`config.mk`:
```
export PLATFORM = sky130hd
export DESIGN_NAME = conv_feeder
export DESIGN_NICKNAME = d
export VERILOG_FILES = /design/src/rtl/conv_feed_pkg.sv /design/src/rtl/conv_feeder.sv
export SDC_FILE = /design/constraint.sdc
export NUM_CORES = 1
export LEC_CHECK = 0
export CORE_ASPECT_RATIO = 1.75
export CORE_MARGIN = 4
export CORE_UTILIZATION = 43
export DETAILED_ROUTE_END_ITERATION = 6
export GPL_TIMING_DRIVEN = 0
export HOLD_SLACK_MARGIN = 0.02
export PLACE_DENSITY = 0.85
export SETUP_SLACK_MARGIN = 0.05
export SLEW_MARGIN = 20
export SYNTH_ARGS = -nofsm -noshare
export SYNTH_HDL_FRONTEND = slang
export SYNTH_SLANG_ARGS = --single-unit
export TNS_END_PERCENT = 30
```
`constraint.sdc`:
```
create_clock -name clk -period 5.3 [get_ports clk]
set_input_delay 0.53 -clock clk [delete_from_list [all_inputs] [get_ports clk]]
set_output_delay 0.53 -clock clk [all_outputs]
set_load 0.03 [all_outputs]
```
`src/rtl/conv_feed_pkg.sv`:
```
// Shared constants and FSM encoding for the conv_mix feeder.
package conv_feed_pkg;

  localparam int DW     = 32;
  localparam int K      = 5;
  localparam int KK     = K * K;
  localparam int IMG_W0 = 28;
  localparam int IMG_W1 = 12;
  localparam int N0     = IMG_W0 * IMG_W0;
  localparam int N1     = IMG_W1 * IMG_W1;
  localparam int AW     = 10;

  localparam logic [AW-1:0] A_ONE    = 10'd1;
  localparam logic [AW-1:0] A_N0     = 10'd784;
  localparam logic [AW-1:0] A_N1     = 10'd144;
  localparam logic [4:0]    BIT_LAST = 5'd24;

  typedef enum logic [2:0] {
    S_IDLE   = 3'd0,
    S_WFETCH = 3'd1,
    S_WLOAD  = 3'd2,
    S_PRIME  = 3'd3,
    S_STREAM = 3'd4,
    S_DRAIN  = 3'd5,
    S_FIN    = 3'd6
  } feed_state_e;

endpackage

```
`src/rtl/conv_feeder.sv`:
```
// Feeds one layer's 5x5 binary kernel and image from sync-read RAMs into conv_mix.
// Optional FEED_STATS_EN adds saturating ovr_cnt / stall_cnt observability counters.
module conv_feeder
  import conv_feed_pkg::*;
(
  input  logic          clk,
  input  logic          rstn,
  input  logic          start,
  input  logic          layer,
  output logic          wgt_rd,
  output logic [AW-1:0] wgt_raddr,
  input  logic [DW-1:0] wgt_rdata,
  output logic          img_rd,
  output logic [AW-1:0] img_raddr,
  input  logic [DW-1:0] img_rdata,
  output logic          conv_start,
  output logic          weight_en,
  output logic          weight,
  output logic [DW-1:0] din,
  output logic          state,
  input  logic          din_ready,
  input  logic          conv_done,
  output logic          busy,
  output logic          done,
  output logic          short_err
`ifdef FEED_STATS_EN
  ,
  output logic [15:0]   ovr_cnt,
  output logic [15:0]   stall_cnt
`endif
);

  feed_state_e   r_st;
  feed_state_e   w_st_nxt;
  logic [4:0]    r_bit_cnt;
  logic [AW-1:0] r_pix_cnt;
  logic [AW-1:0] w_n_pix;
  logic          r_layer;
  logic          r_short_err;
  logic [DW-1:0] r_din;
  logic          w_accept;
  logic          w_unused;

  assign w_unused = &{1'b0, wgt_rdata[DW-2:0]};
  assign w_n_pix  = r_layer ? A_N1 : A_N0;
  assign w_accept = (r_st == S_STREAM) && din_ready && (r_pix_cnt != w_n_pix);

  always_comb begin
    w_st_nxt = r_st;
    case (r_st)
      S_IDLE:   if (start) w_st_nxt = S_WFETCH; else w_st_nxt = S_IDLE;
      S_WFETCH: w_st_nxt = S_WLOAD;
      S_WLOAD:  if (r_bit_cnt == BIT_LAST) w_st_nxt = S_PRIME; else w_st_nxt = S_WLOAD;
      S_PRIME:  w_st_nxt = S_STREAM;
      // An early conv_done cuts the stream short and is flagged as short_err.
      S_STREAM: begin
        if (conv_done)
          w_st_nxt = S_FIN;
        else if (din_ready && (r_pix_cnt == w_n_pix - A_ONE))
          w_st_nxt = S_DRAIN;
        else
          w_st_nxt = S_STREAM;
      end
      S_DRAIN:  if (conv_done) w_st_nxt = S_FIN; else w_st_nxt = S_DRAIN;
      S_FIN:    w_st_nxt = S_IDLE;
      default:  w_st_nxt = S_IDLE;
    endcase
  end

  always_ff @(posedge clk or negedge rstn) begin
    if (!rstn) r_st <= S_IDLE;
    else       r_st <= w_st_nxt;
  end

  always_ff @(posedge clk or negedge rstn) begin
    if (!rstn) begin
      r_layer     <= 1'b0;
      r_short_err <= 1'b0;
      r_bit_cnt   <= 5'd0;
      r_pix_cnt   <= {AW{1'b0}};
      r_din       <= {DW{1'b0}};
    end else if (r_st == S_IDLE) begin
      if (start) begin
        r_layer     <= layer;
        r_short_err <= 1'b0;
        r_bit_cnt   <= 5'd0;
        r_pix_cnt   <= {AW{1'b0}};
      end
    end else begin
      if (r_st == S_WLOAD && r_bit_cnt != BIT_LAST)
        r_bit_cnt <= r_bit_cnt + 5'd1;
      if (w_accept) begin
        r_din     <= img_rdata;
        r_pix_cnt <= r_pix_cnt + A_ONE;
      end
      if (r_st == S_STREAM && conv_done)
        r_short_err <= 1'b1;
    end
  end

  // RAM strobes run one address ahead of the beat being consumed so reads never bubble.
  always_comb begin
    wgt_rd    = 1'b0;
    wgt_raddr = {AW{1'b0}};
    img_rd    = 1'b0;
    img_raddr = {AW{1'b0}};
    case (r_st)
      S_WFETCH: wgt_rd = 1'b1;
      S_WLOAD: begin
        if (r_bit_cnt != BIT_LAST) begin
          wgt_rd    = 1'b1;
          wgt_raddr = {{(AW-5){1'b0}}, r_bit_cnt} + A_ONE;
        end else begin
          wgt_rd    = 1'b0;
        end
      end
      S_PRIME:  img_rd = 1'b1;
      S_STREAM: begin
        if (din_ready && (r_pix_cnt < w_n_pix - A_ONE)) begin
          img_rd    = 1'b1;
          img_raddr = r_pix_cnt + A_ONE;
        end else begin
          img_rd    = 1'b0;
        end
      end
      default:  img_rd = 1'b0;
    endcase
  end

  assign weight_en  = (r_st == S_WLOAD);
  assign weight     = (r_st == S_WLOAD) & ~wgt_rdata[DW-1];
  assign conv_start = (r_st != S_IDLE) && (r_st != S_FIN);
  assign busy       = (r_st != S_IDLE);
  assign done       = (r_st == S_FIN);
  assign din        = r_din;
  assign state      = r_layer;
  assign short_err  = r_short_err;

`ifdef FEED_STATS_EN
  logic [15:0] r_ovr_cnt;
  logic [15:0] r_stall_cnt;

  always_ff @(posedge clk or negedge rstn) begin
    if (!rstn) begin
      r_ovr_cnt   <= 16'd0;
      r_stall_cnt <= 16'd0;
    end else if (r_st == S_IDLE && start) begin
      r_ovr_cnt   <= 16'd0;
      r_stall_cnt <= 16'd0;
    end else begin
      if (r_st == S_DRAIN && din_ready && r_ovr_cnt != 16'hFFFF)
        r_ovr_cnt <= r_ovr_cnt + 16'd1;
      if (r_st == S_STREAM && !din_ready && r_stall_cnt != 16'hFFFF)
        r_stall_cnt <= r_stall_cnt + 16'd1;
    end
  end

  assign ovr_cnt   = r_ovr_cnt;
  assign stall_cnt = r_stall_cnt;
`endif

endmodule

```
==> results.md, run 1 <==
- Synth-to-Final Area Change: 43.0%
- Pin count of the biggest net entering global routing: 53
- Wire length of the first global-routing pass: 11000 µm
- Synthesized instance count: 234
- CTS max path bufs: 2
- Top cell type's share of synthesized area: 48.6%
- Floorplan die area: 7600 µm²
- Antenna diodes: 0
- Max-slew violation count: 0
- Average size of a mapped cell: 11.4 µm²
- Die span in x: 67.7 µm
- HPWL Detailed: 5230 µm
- Endpoints failing setup: 0
- Remaining design rule violation count: 0
- Largest fanout on the critical path: 10
- Synth unique cells: 46
- Run status: finished, final reports clean
- Hold violation total from the final report: 0
- IO Port Bufs: 95
- Yosys warns: 0
- Cell row count: 37
- Number of synthesized flops with an enable pin: 0
- Leading cell type in the layout, fill and taps excluded: sky130_fd_sc_hd__clkdlybuf4s50_1
- Arrival time worst endpoint: 2.81 ns
- Leakage power summed over all cells: 1.63 nW
- Most frequent cells in the layout: 94 x sky130_fd_sc_hd__clkdlybuf4s50_1, 52 x sky130_fd_sc_hd__dfrtp_1, 32 x sky130_fd_sc_hd__mux2_2, 12 x sky130_fd_sc_hd__nor2_1, 12 x sky130_fd_sc_hd__nand2_1
- Count of antenna-violating nets left after detailed routing: 0
- Endpoint of the worst register-to-register path: din[16]
- Final cell count without fillers: 418
- Share of the clock period used by the worst path after layout: 62.9%
- Clock Skews: 0.00492 ns
- Most area-consuming cells after synthesis: sky130_fd_sc_hd__dfrtp_1 49%, sky130_fd_sc_hd__mux2_2 13%, sky130_fd_sc_hd__ha_1 3.3%, sky130_fd_sc_hd__buf_6 2.9%, sky130_fd_sc_hd__a21oi_1 2.1%
- Yosys reg bits: 52
- Sort of element at the end of the critical path: output port
- RSZ-0062 raised after global routing: false
- Placeable core region: 5970 µm²
- Insertion delay to the later sink of the worst-skew pair: 0.31 ns
- Vias in the first global route: 2390
- Routed via count divided by cell count: 5.23
- Number of iterations in the first detailed-routing pass: 4
- GR Overflow Total: 0
- Number of max-cap violations: 0
- Reg-to-reg startpoint: r_pix_cnt[8]
- Number of DRC violations after detailed-routing iteration 0: 85
- I/O Pins: 131
- Layout Nets: 416
- Ratio of total power to cell area: 524 nW/µm²
- Class of the worst hold path: primary input to async pin
- Clock period minus worst slack: 3.34 ns
- Number of instances resized during post-cts repair: 0
- Total vias in the final route: 2188
- R2R depth: 5
- Critical path launch point type: register
- Placer congestion estimate: 0.829
- Avg WL per Cell: 15.9 µm
- Cell type contributing the most total cell area after synthesis: sky130_fd_sc_hd__dfrtp_1
- Post-synthesis sequential area ratio: 48.6%
- CTS Buf Count: 5
- CTS H-Tree Depth: 2
- TritonCTS clock tree: built
- Antenna violations before repair: 0
- Post-CTS setup repair buffer count: 0
- Share of the core filled with cells: 64.1%
- Initial core utilization: 44.8%
- Chip Height: 112 µm
- Worst Path Required: 4.77 ns
- Summed negative setup slack over all endpoints: 0 ns
- Total wire length after detailed routing: 6630 µm
- WS Path Type: register to output port
- Number of cells in the design after placement: 410
- Global routing usage summed across all routing layers: 18.6%
- CTS Root Cell: sky130_fd_sc_hd__clkbuf_8
- Relative slew slack: 54.8%
- Fmax: 0.300 GHz
- Share of final-layout standard cells stronger than drive strength 1: 18.2%
- Actual slew at the worst max-slew pin: 0.678 ns
- Fraction of registers with async set or reset after synthesis: 100%
- Post-synthesis cell area: 2680 µm²
- Hold-fix buffers, CTS: 0
- Peak supply drop: 295 µV
- Ys flop type: sky130_fd_sc_hd__dfrtp_1
- Final instance area: 3830 µm²
- Reg clk slew, reported paths: 0.09 ns
- Post-DP Area: 3730 µm²
- Flop2flop setup slack: 3.18 ns
- Sink Count: 52
flip-flops by register name (all words and copies together) (netlist names):
register,cells
r_bit_cnt,5
din,32
short_err,1
r_pix_cnt,10
state,1
r_st,3
power breakdown:
| part | internal, mW | total [mW] | switching [mW] |
|---|---|---|---|
| Clock | 0.106 | 0.237 | 0.131 |
| Combinational | 0.502 | 1.12 | 0.618 |
| Sequential | 0.549 | 0.649 | 0.0994 |
| Total | 1.16 | 2.01 | 0.849 |
worst max-delay path, cell delays in order, from the launching register on:
cell and delay [ns]:
sky130_fd_sc_hd__dfrtp_1 0.46, sky130_fd_sc_hd__ha_1 0.25, sky130_fd_sc_hd__and3_2 0.17, sky130_fd_sc_hd__buf_4 0.16, sky130_fd_sc_hd__o211ai_1 0.18, sky130_fd_sc_hd__a21boi_1 0.10
sky130_fd_sc_hd__buf_2 0.20, sky130_fd_sc_hd__nor3_1 0.26, sky130_fd_sc_hd__clkdlybuf4s50_1 0.71
stage by stage:
step,setup slack [ns],hold WS [ns],power (mW)
2_1_floorplan,2.69,0.234,1.32
3_3_place_gp,2.09,0.489,1.75
3_5_place_dp,2.16,0.495,1.79
4_1_cts,1.97,0.269,2.03
5_1_grt,1.78,0.290,2.12
6_report,1.96,0.238,2.01
cells by family after synthesis:
group	synth area share [%]
DFF	48.6
muxes	14.2
AOI/OAI and AO/OA	9.25
other	0.140
adders and majority gates	3.27
xor gates and xnor gates	2.94
buffers and inverters	6.31
and+or+nand+nor	15.3
cells in the mapped netlist, drive strengths merged, types with 2 or more instances:
library cell / number
nor3: 11
a31oi: 7
nor2: 12
o2bb2ai: 3
ha: 7
nand4: 2
mux2: 32
and3: 5
nand2b: 4
xor2: 6
o21ai: 6
and4bb: 2
or2b: 3
inv: 9
a21o: 4
and4: 2
dfrtp: 52
a21oi: 11
mux2i: 2
xnor2: 3
buf: 15
nand3: 6
nor2b: 3
nand2: 12
area by class of cell:
class                      instances  area [µm²]
tap                               78        97.6
clock inverter                     1        7.51
buffer                            16         135
multi-input combinational        160        1220
fill                             475        2140
timing repair buffer              95         948
sequential                        52        1300
clock buffer                       7        86.3
inverter                           9        33.8
per-layer routing:
metal	routed length, µm	global-route usage [%]
met5	0	0
met4	104	6.37
met3	400	4.80
met2	3790	35.7
met1	2340	18.1
how the worst max path moves through the flow:
stage / startpoint / to / slack, ns / depth (start not counted)
after floorplan: r_pix_cnt[0] / img_raddr[2] / 2.69 / 7
after global placement: rstn / din[13] / 2.09 / 1
after detailed placement: din_ready / img_raddr[5] / 2.16 / 6
after CTS: r_pix_cnt[0] / img_raddr[5] / 1.97 / 8
after global routing: r_pix_cnt[0] / img_raddr[5] / 1.78 / 8
final: r_pix_cnt[0] / img_raddr[7] / 1.96 / 8
No activity file was read; power rests on OpenSTA's default activity.
==> run 2: changes to the inputs <==
Settings changed: CORE_UTILIZATION 43 to 37, PLACE_DENSITY 0.85 to 0.77.
Clock period 5.3 ns to 2.9 ns, I/O delays scaled along.
==> run 2 against run 1 <==
Compared with the run above: cell count grew 1.4%; power grew 94%; sequential share of layout area shrank 0.42 points; non-clock buffer count is the same; highest routed layer unchanged; count of clock-buffer cells in the layout shrank 2; critical path depth is the same; hold slack lost 0.20 ns; flip-flop and latch count is the same; largest power group unchanged; worst setup slack lost 1.7 ns; sequential power grew 82%.
==> results.md, run 2 (synthesis gave the netlist of run 1 again) <==
- Run status: finished, final reports clean
- Global routing usage summed across all routing layers: 15.6% (-3.0 points)
- Sort of element at the end of the critical path: output port
- Endpoints failing setup: 0 (unchanged)
- Number of instances resized during post-cts repair: 10 (+10)
- Leakage power summed over all cells: 1.70 nW (+4.2%)
- Number of buffers and inverters on the critical path: 3 (unchanged)
- HPWL Detailed: 4960 µm (-5.1%)
- Wire length of the first global-routing pass: 10800 µm (-1.5%)
- Reg clk slew, reported paths: 0.07 ns (-0.02 ns)
- Most frequent cells in the layout: 83 x sky130_fd_sc_hd__clkdlybuf4s50_1, 52 x sky130_fd_sc_hd__dfrtp_1, 32 x sky130_fd_sc_hd__mux2_2, 12 x sky130_fd_sc_hd__nor2_1, 12 x sky130_fd_sc_hd__nand2_1
- Vias in the first global route: 2281 (-4.6%)
- Clock Skews: 0.00857 ns (+0.00365 ns)
- Critical path launch point type: register
- Total vias in the final route: 2159 (-1.3%)
- Antenna diodes: 0 (unchanged)
- Share of total power in combinational logic: 52.1% (-3.7 points)
- Total wire length after detailed routing: 6500 µm (-2.0%)
- Endpoint of the worst register-to-register path: din[16]
- Remaining design rule violation count: 0 (unchanged)
- TritonCTS clock tree: built
- Fill count: 643 (+35%)
- Fmax: 0.373 GHz
- Placement-stage worst setup slack: 0.136 ns (-2.02 ns)
- Peak supply drop: 649 µV (+120%)
- Antenna violations before repair: 0 (unchanged)
- CTS Buf Count: 5 (unchanged)
- Synth-to-Final Area Change: 44.8%
- CTS Root Cell: sky130_fd_sc_hd__clkbuf_16
- Chip Height: 121 µm (+7.2%)
- Number of flip-flops in the largest register: 32 (unchanged)
- R2R depth: 5 (unchanged)
- Placeable core region: 6960 µm² (+16%)
- Final Power: 3.88 mW (+94%)
- RSZ-0062 raised after global routing: false
- Max-slew violation count: 0 (unchanged)
- Switching part of the total: 40.2% (-2.1 points)
- Class of the worst hold path: primary input to async pin
- Cell family with most CP delay: buffers and inverters
- Post-CTS setup repair buffer count: 0 (unchanged)
- Highest cell delay on the worst timing path: 0.45 ns (-0.26 ns)
- Floorplan die area: 8720 µm² (+15%)
- Worst Path Required: 2.61 ns (-2.16 ns)
- Part of the power in registers: 30.5% (-1.8 points)
- WS Path Type: register to output port
- Initial core utilization: 38.5% (-6.3 points)
- Relative slew slack: 54.1% (-0.68 points)
- Layout Nets: 416 (unchanged)
- GR Overflow Total: 0 (unchanged)
- Slowest CP cell: sky130_fd_sc_hd__dfrtp_1
- Share of final-layout standard cells stronger than drive strength 1: 20.6% (+2.4 points)
- Cell row count: 40 (+8.1%)
- Arrival time worst endpoint: 2.39 ns (-0.42 ns)
- Ratio of total power to cell area: 1000 nW/µm² (+91%)
- CTS max path bufs: 2 (unchanged)
- Hold violation total from the final report: 0 (unchanged)
- Routed via count divided by cell count: 5.09 (-2.7%)
- Int Power: 2.32 mW (+100%)
- Insertion delay to the later sink of the worst-skew pair: 0.29 ns (-0.02 ns)
- I/O Pins: 131 (unchanged)
- Number of iterations in the first detailed-routing pass: 4 (unchanged)
- Leading cell type in the layout, fill and taps excluded: sky130_fd_sc_hd__clkdlybuf4s50_1
- Hold-fix buffers, CTS: 0 (unchanged)
- Placer congestion estimate: 0.864 (+4.3%)
- List of cells traversed by the critical path: ha_1 > and3_2 > buf_4 > o211ai_1 > a21boi_1 > buf_2 > nor3_1 > clkdlybuf4s15_1
- Fraction of power consumed by the clock network: 17.4% (+5.6 points)
- Largest fanout on the critical path: 10 (unchanged)
- Count of antenna-violating nets left after detailed routing: 0 (unchanged)
- IO Port Bufs: 95 (unchanged)
- Avg WL per Cell: 15.3 µm (-3.4%)
- Reg-to-reg startpoint: r_pix_cnt[8]
- Number of max-cap violations: 0 (unchanged)
- PnR worst setup slack: 0.222 ns (-1.74 ns)
- Clock period minus worst slack: 2.68 ns
- Die span in x: 72.3 µm (+6.9%)
- Share of the clock period used by the worst path after layout: 92.3%
- Flop2flop setup slack: 0.81 ns (-2.37 ns)
- Number of DRC violations after detailed-routing iteration 0: 72 (-15%)
- Sw Pwr: 1.56 mW (+84%)
- CTS H-Tree Depth: 2 (unchanged)
- Sink Count: 52 (unchanged)
- Actual slew at the worst max-slew pin: 0.688 ns (+0.0102 ns)
- Pin count of the biggest net entering global routing: 53 (unchanged)
==> run 2: cell count changes in the layout (fill, tap and decap cells not counted), sizes merged <==
cell / delta
dlymetal6s2s: +1
clkinv: +1
clkdlybuf4s15: +2
clkbuf: +5
bufinv: +1
clkdlybuf4s50: -11
dlygate4sd1: +1
==> run 2: per-layer routing <==
layer	up-vias	track usage [%]	share of wire, %
li1	1027	-	-
met1	1047	16.8	36
met2	74	28.6	55
met3	11	3.24	6.2
met4	0	6.59	2.5
met5	-	0	0
==> run 2: worst max path at each step <==
stage / cells after the start / slack, ns / startpoint / end
after global placement: 1 / -0.09 / rstn / din[23]
after floorplan: 7 / 0.53 / r_pix_cnt[0] / img_raddr[2]
after detailed placement: 8 / 0.14 / r_pix_cnt[0] / img_raddr[6]
final: 8 / 0.22 / r_pix_cnt[0] / img_raddr[2]
after global routing: 8 / 0.05 / r_pix_cnt[0] / img_raddr[2]
after CTS: 8 / 0.11 / r_pix_cnt[0] / img_raddr[6]
==> run 2: area by class of cell <==
type / instances / area, µm² / share of cell area, %
sequential: 52 / 1300 / 33.6
multi-input combinational: 160 / 1220 / 31.4
timing repair buffer: 95 / 915 / 23.6
buffer: 16 / 135 / 3.49
clock buffer: 5 / 125 / 3.23
tap: 84 / 105 / 2.71
clock inverter: 3 / 42.5 / 1.10
inverter: 9 / 33.8 / 0.872
==> run 2: through the flow <==
stage	util (%)	area, µm²	hold WS (ns)	std cells	TNS, ns
after floorplan	-	2690	-0.00559	237	0
after detailed placement	53.8	3740	0.382	416	0
after CTS	56.0	3900	0.0713	424	0
final	55.7	3880	0.0338	424	0
after global placement	53.8	3740	0.489	416	-4.50
after global routing	55.7	3880	0.0894	424	0
==> run 2: worst register-to-register path, delay by kind of cell, from the launching register on <==
kind / cells / cell delay, ns
flip-flops: 1 / 0.45
AO/OA/AOI/OAI: 1 / 0.37
multiplexers: 1 / 0.35
adder cells (fa/ha/maj): 1 / 0.34
AND/OR/NAND/NOR: 1 / 0.24
buffers and inverters: 1 / 0.22
==> run 2: power by group through the flow <==
| stage | Clock (mW) | Sequential, mW | Combinational, mW |
|---|---|---|---|
| 2_1_floorplan | 0 | 1.64 | 0.765 |
| 3_3_place_gp | 0 | 1.18 | 2.02 |
| 3_5_place_dp | 0 | 1.20 | 2.05 |
| 4_1_cts | 0.691 | 1.19 | 2.05 |
| 5_1_grt | 0.721 | 1.23 | 2.16 |
| 6_report | 0.675 | 1.18 | 2.02 |
==> run 3: changes to the inputs <==
Settings changed: CORE_ASPECT_RATIO 1.75 to 1.4, GPL_ROUTABILITY_DRIVEN set to 0.
==> run 3 against run 2 <==
Compared with the run above: critical path depth unchanged; sequential power about the same; clock power shrank 19%; sequential share of layout area rose by 0.13 points; combinational power barely moved; utilization decreased by 0.41 points; hold slack lost 0.022 ns; cell count up 2.6%; design area shrank 0.39%; critical path type unchanged.
==> results.md, run 3 (synthesis gave the netlist of run 1 again) <==
- R2R depth: 5 (unchanged)
- Fmax: 0.362 GHz (-3.2%)
- Max-slew violation count: 0 (unchanged)
- TritonCTS clock tree: built
- Global routing usage summed across all routing layers: 14.9% (-0.66 points)
- Number of DRC violations after detailed-routing iteration 0: 68 (-5.6%)
- WS Path Type: register to output port
- Initial core utilization: 38.4% (-0.14 points)
- Endpoints failing setup: 0 (unchanged)
- IO Port Bufs: 95 (unchanged)
- Clock period minus worst slack: 2.77 ns (+0.0873 ns)
- I/O Pins: 131 (unchanged)
- Layout Nets: 416 (unchanged)
- Clock Skews: 0.00572 ns (-0.00285 ns)
- Arrival time worst endpoint: 2.48 ns (+0.09 ns)
- Share of final-layout standard cells stronger than drive strength 1: 19.1% (-1.5 points)
- Peak supply drop: 553 µV (-15%)
- Wire length of the first global-routing pass: 10300 µm (-4.6%)
- Die span in x: 79.9 µm (+10%)
- Class of the worst hold path: primary input to async pin
- Leading cell type in the layout, fill and taps excluded: sky130_fd_sc_hd__clkdlybuf4s50_1
- Most frequent cells in the layout: 83 x sky130_fd_sc_hd__clkdlybuf4s50_1, 52 x sky130_fd_sc_hd__dfrtp_1, 32 x sky130_fd_sc_hd__mux2_2, 12 x sky130_fd_sc_hd__nor2_1, 12 x sky130_fd_sc_hd__nand2_1
- Endpoint of the worst register-to-register path: din[28]
- CTS max path bufs: 2 (unchanged)
- Floorplan die area: 8680 µm² (-0.39%)
- Actual slew at the worst max-slew pin: 0.664 ns (-0.0235 ns)
- Number of iterations in the first detailed-routing pass: 4 (unchanged)
- Sort of element at the end of the critical path: output port
- CTS Root Cell: sky130_fd_sc_hd__clkbuf_8
- Reg clk slew, reported paths: 0.10 ns (+0.03 ns)
- CTS Buf Count: 5 (unchanged)
- Leakage power summed over all cells: 1.70 nW (-0.18%)
- RSZ-0062 raised after global routing: true
- Count of antenna-violating nets left after detailed routing: 0 (unchanged)
- Total vias in the final route: 2124 (-1.6%)
- Worst Path Required: 2.61 ns (about the same)
- Worst Hold Margin: 0.0113 ns (-0.0225 ns)
- Total wire length after detailed routing: 6270 µm (-3.5%)
- Routed via count divided by cell count: 4.88 (-4.1%)
- Summed negative setup slack over all endpoints: 0 ns (unchanged)
- Share of the clock period used by the worst path after layout: 95.3% (+3.0 points)
- Avg WL per Cell: 14.4 µm (-5.9%)
- Relative slew slack: 55.7% (+1.6 points)
- Placeable core region: 6980 µm² (+0.36%)
- Worst setup path startpoint: r_pix_cnt[0]
- HPWL Detailed: 4800 µm (-3.3%)
- CTS H-Tree Depth: 2 (unchanged)
- Post-DP Area: 3760 µm² (+0.37%)
- Final instance area: 3860 µm² (-0.39%)
- Flop2flop setup slack: 0.82 ns (about the same)
- Share of the core filled with cells: 55.3% (-0.41 points)
- Cell row count: 36 (-10%)
- Hold violation total from the final report: 0 (unchanged)
- Chip Height: 109 µm (-9.9%)
- GR Overflow Total: 0 (unchanged)
- Ratio of total power to cell area: 970 nW/µm² (-3.1%)
- Pin count of the biggest net entering global routing: 53 (unchanged)
- Vias in the first global route: 2218 (-2.8%)
- Critical path endpoint: img_raddr[6]
- Number of flip-flops in the largest register: 32 (unchanged)
- Antenna diodes: 0 (unchanged)
- Reg-to-reg startpoint: state
- Antenna violations before repair: 0 (unchanged)
- Synth-to-Final Area Change: 44.2%
- Insertion delay to the later sink of the worst-skew pair: 0.30 ns (about the same)
- Critical path launch point type: register
- Number of max-cap violations: 0 (unchanged)
- Run status: finished, final reports clean
- Remaining design rule violation count: 0 (unchanged)
- Largest fanout on the critical path: 10 (unchanged)
- Post-CTS setup repair buffer count: 0 (unchanged)
- Sink Count: 52 (unchanged)
## run 3: area by class of cell
class / instances / area, µm²
Tap cell: 95 / 119
Fill cell: 600 / 3120
Buffer: 16 / 135
Inverter: 9 / 33.8
Multi-Input combinational cell: 160 / 1220
Clock inverter: 1 / 30.0
Timing Repair Buffer: 95 / 927
Sequential cell: 52 / 1300
Clock buffer: 7 / 96.3
## run 3: worst min-delay path by stage
stage	end
floorplan	din[0]
global placement	din[1]
detailed placement	din[3]
CTS	din[3]
global route	din[11]
finish	r_pix_cnt[0]
## run 3: report_power, final
group	leakage [nW]	internal, mW	switching (mW)
Sequential	0.659	1.00	0.173
Combinational	0.973	0.909	1.11
Clock	0.0645	0.305	0.242
## run 3: worst max-delay path, cell delays in order (launching register included)
cell	delay [ns]
sky130_fd_sc_hd__dfrtp_1	0.45
sky130_fd_sc_hd__ha_1	0.25
sky130_fd_sc_hd__and3_2	0.18
sky130_fd_sc_hd__buf_4	0.16
sky130_fd_sc_hd__o211ai_1	0.18
sky130_fd_sc_hd__a21boi_1	0.13
sky130_fd_sc_hd__buf_2	0.20
sky130_fd_sc_hd__nor3_1	0.19
sky130_fd_sc_hd__dlygate4sd2_1	0.43
## run 3: per-stage QoR
| step | power (mW) | std cells | setup WS (ns) |
|---|---|---|---|
| after floorplan | 2.40 | 237 | 0.534 |
| after global placement | 3.20 | 427 | -0.114 |
| after detailed placement | 3.25 | 427 | 0.180 |
| after CTS | 3.80 | 435 | 0.122 |
| after global routing | 3.98 | 435 | 0.0207 |
| final | 3.75 | 435 | 0.135 |
## run 3: repair_timing
item | in CTS | in global routing
endpoints found under the setup margin | 11 | 9
hold buffers | 0 | 0
resized for setup | 11 | 6
pin swaps | 0 | 0
## run 3: per-layer routing
metal	wire (µm)	up-vias	share of wire, %	GRT usage [%]
met4	70	0	1.1	5.07
met2	3320	65	53	26.5
li1	-	1035	-	-
met5	0	-	0	0
met1	2420	1020	39	17.0
met3	463	4	7.4	4.30
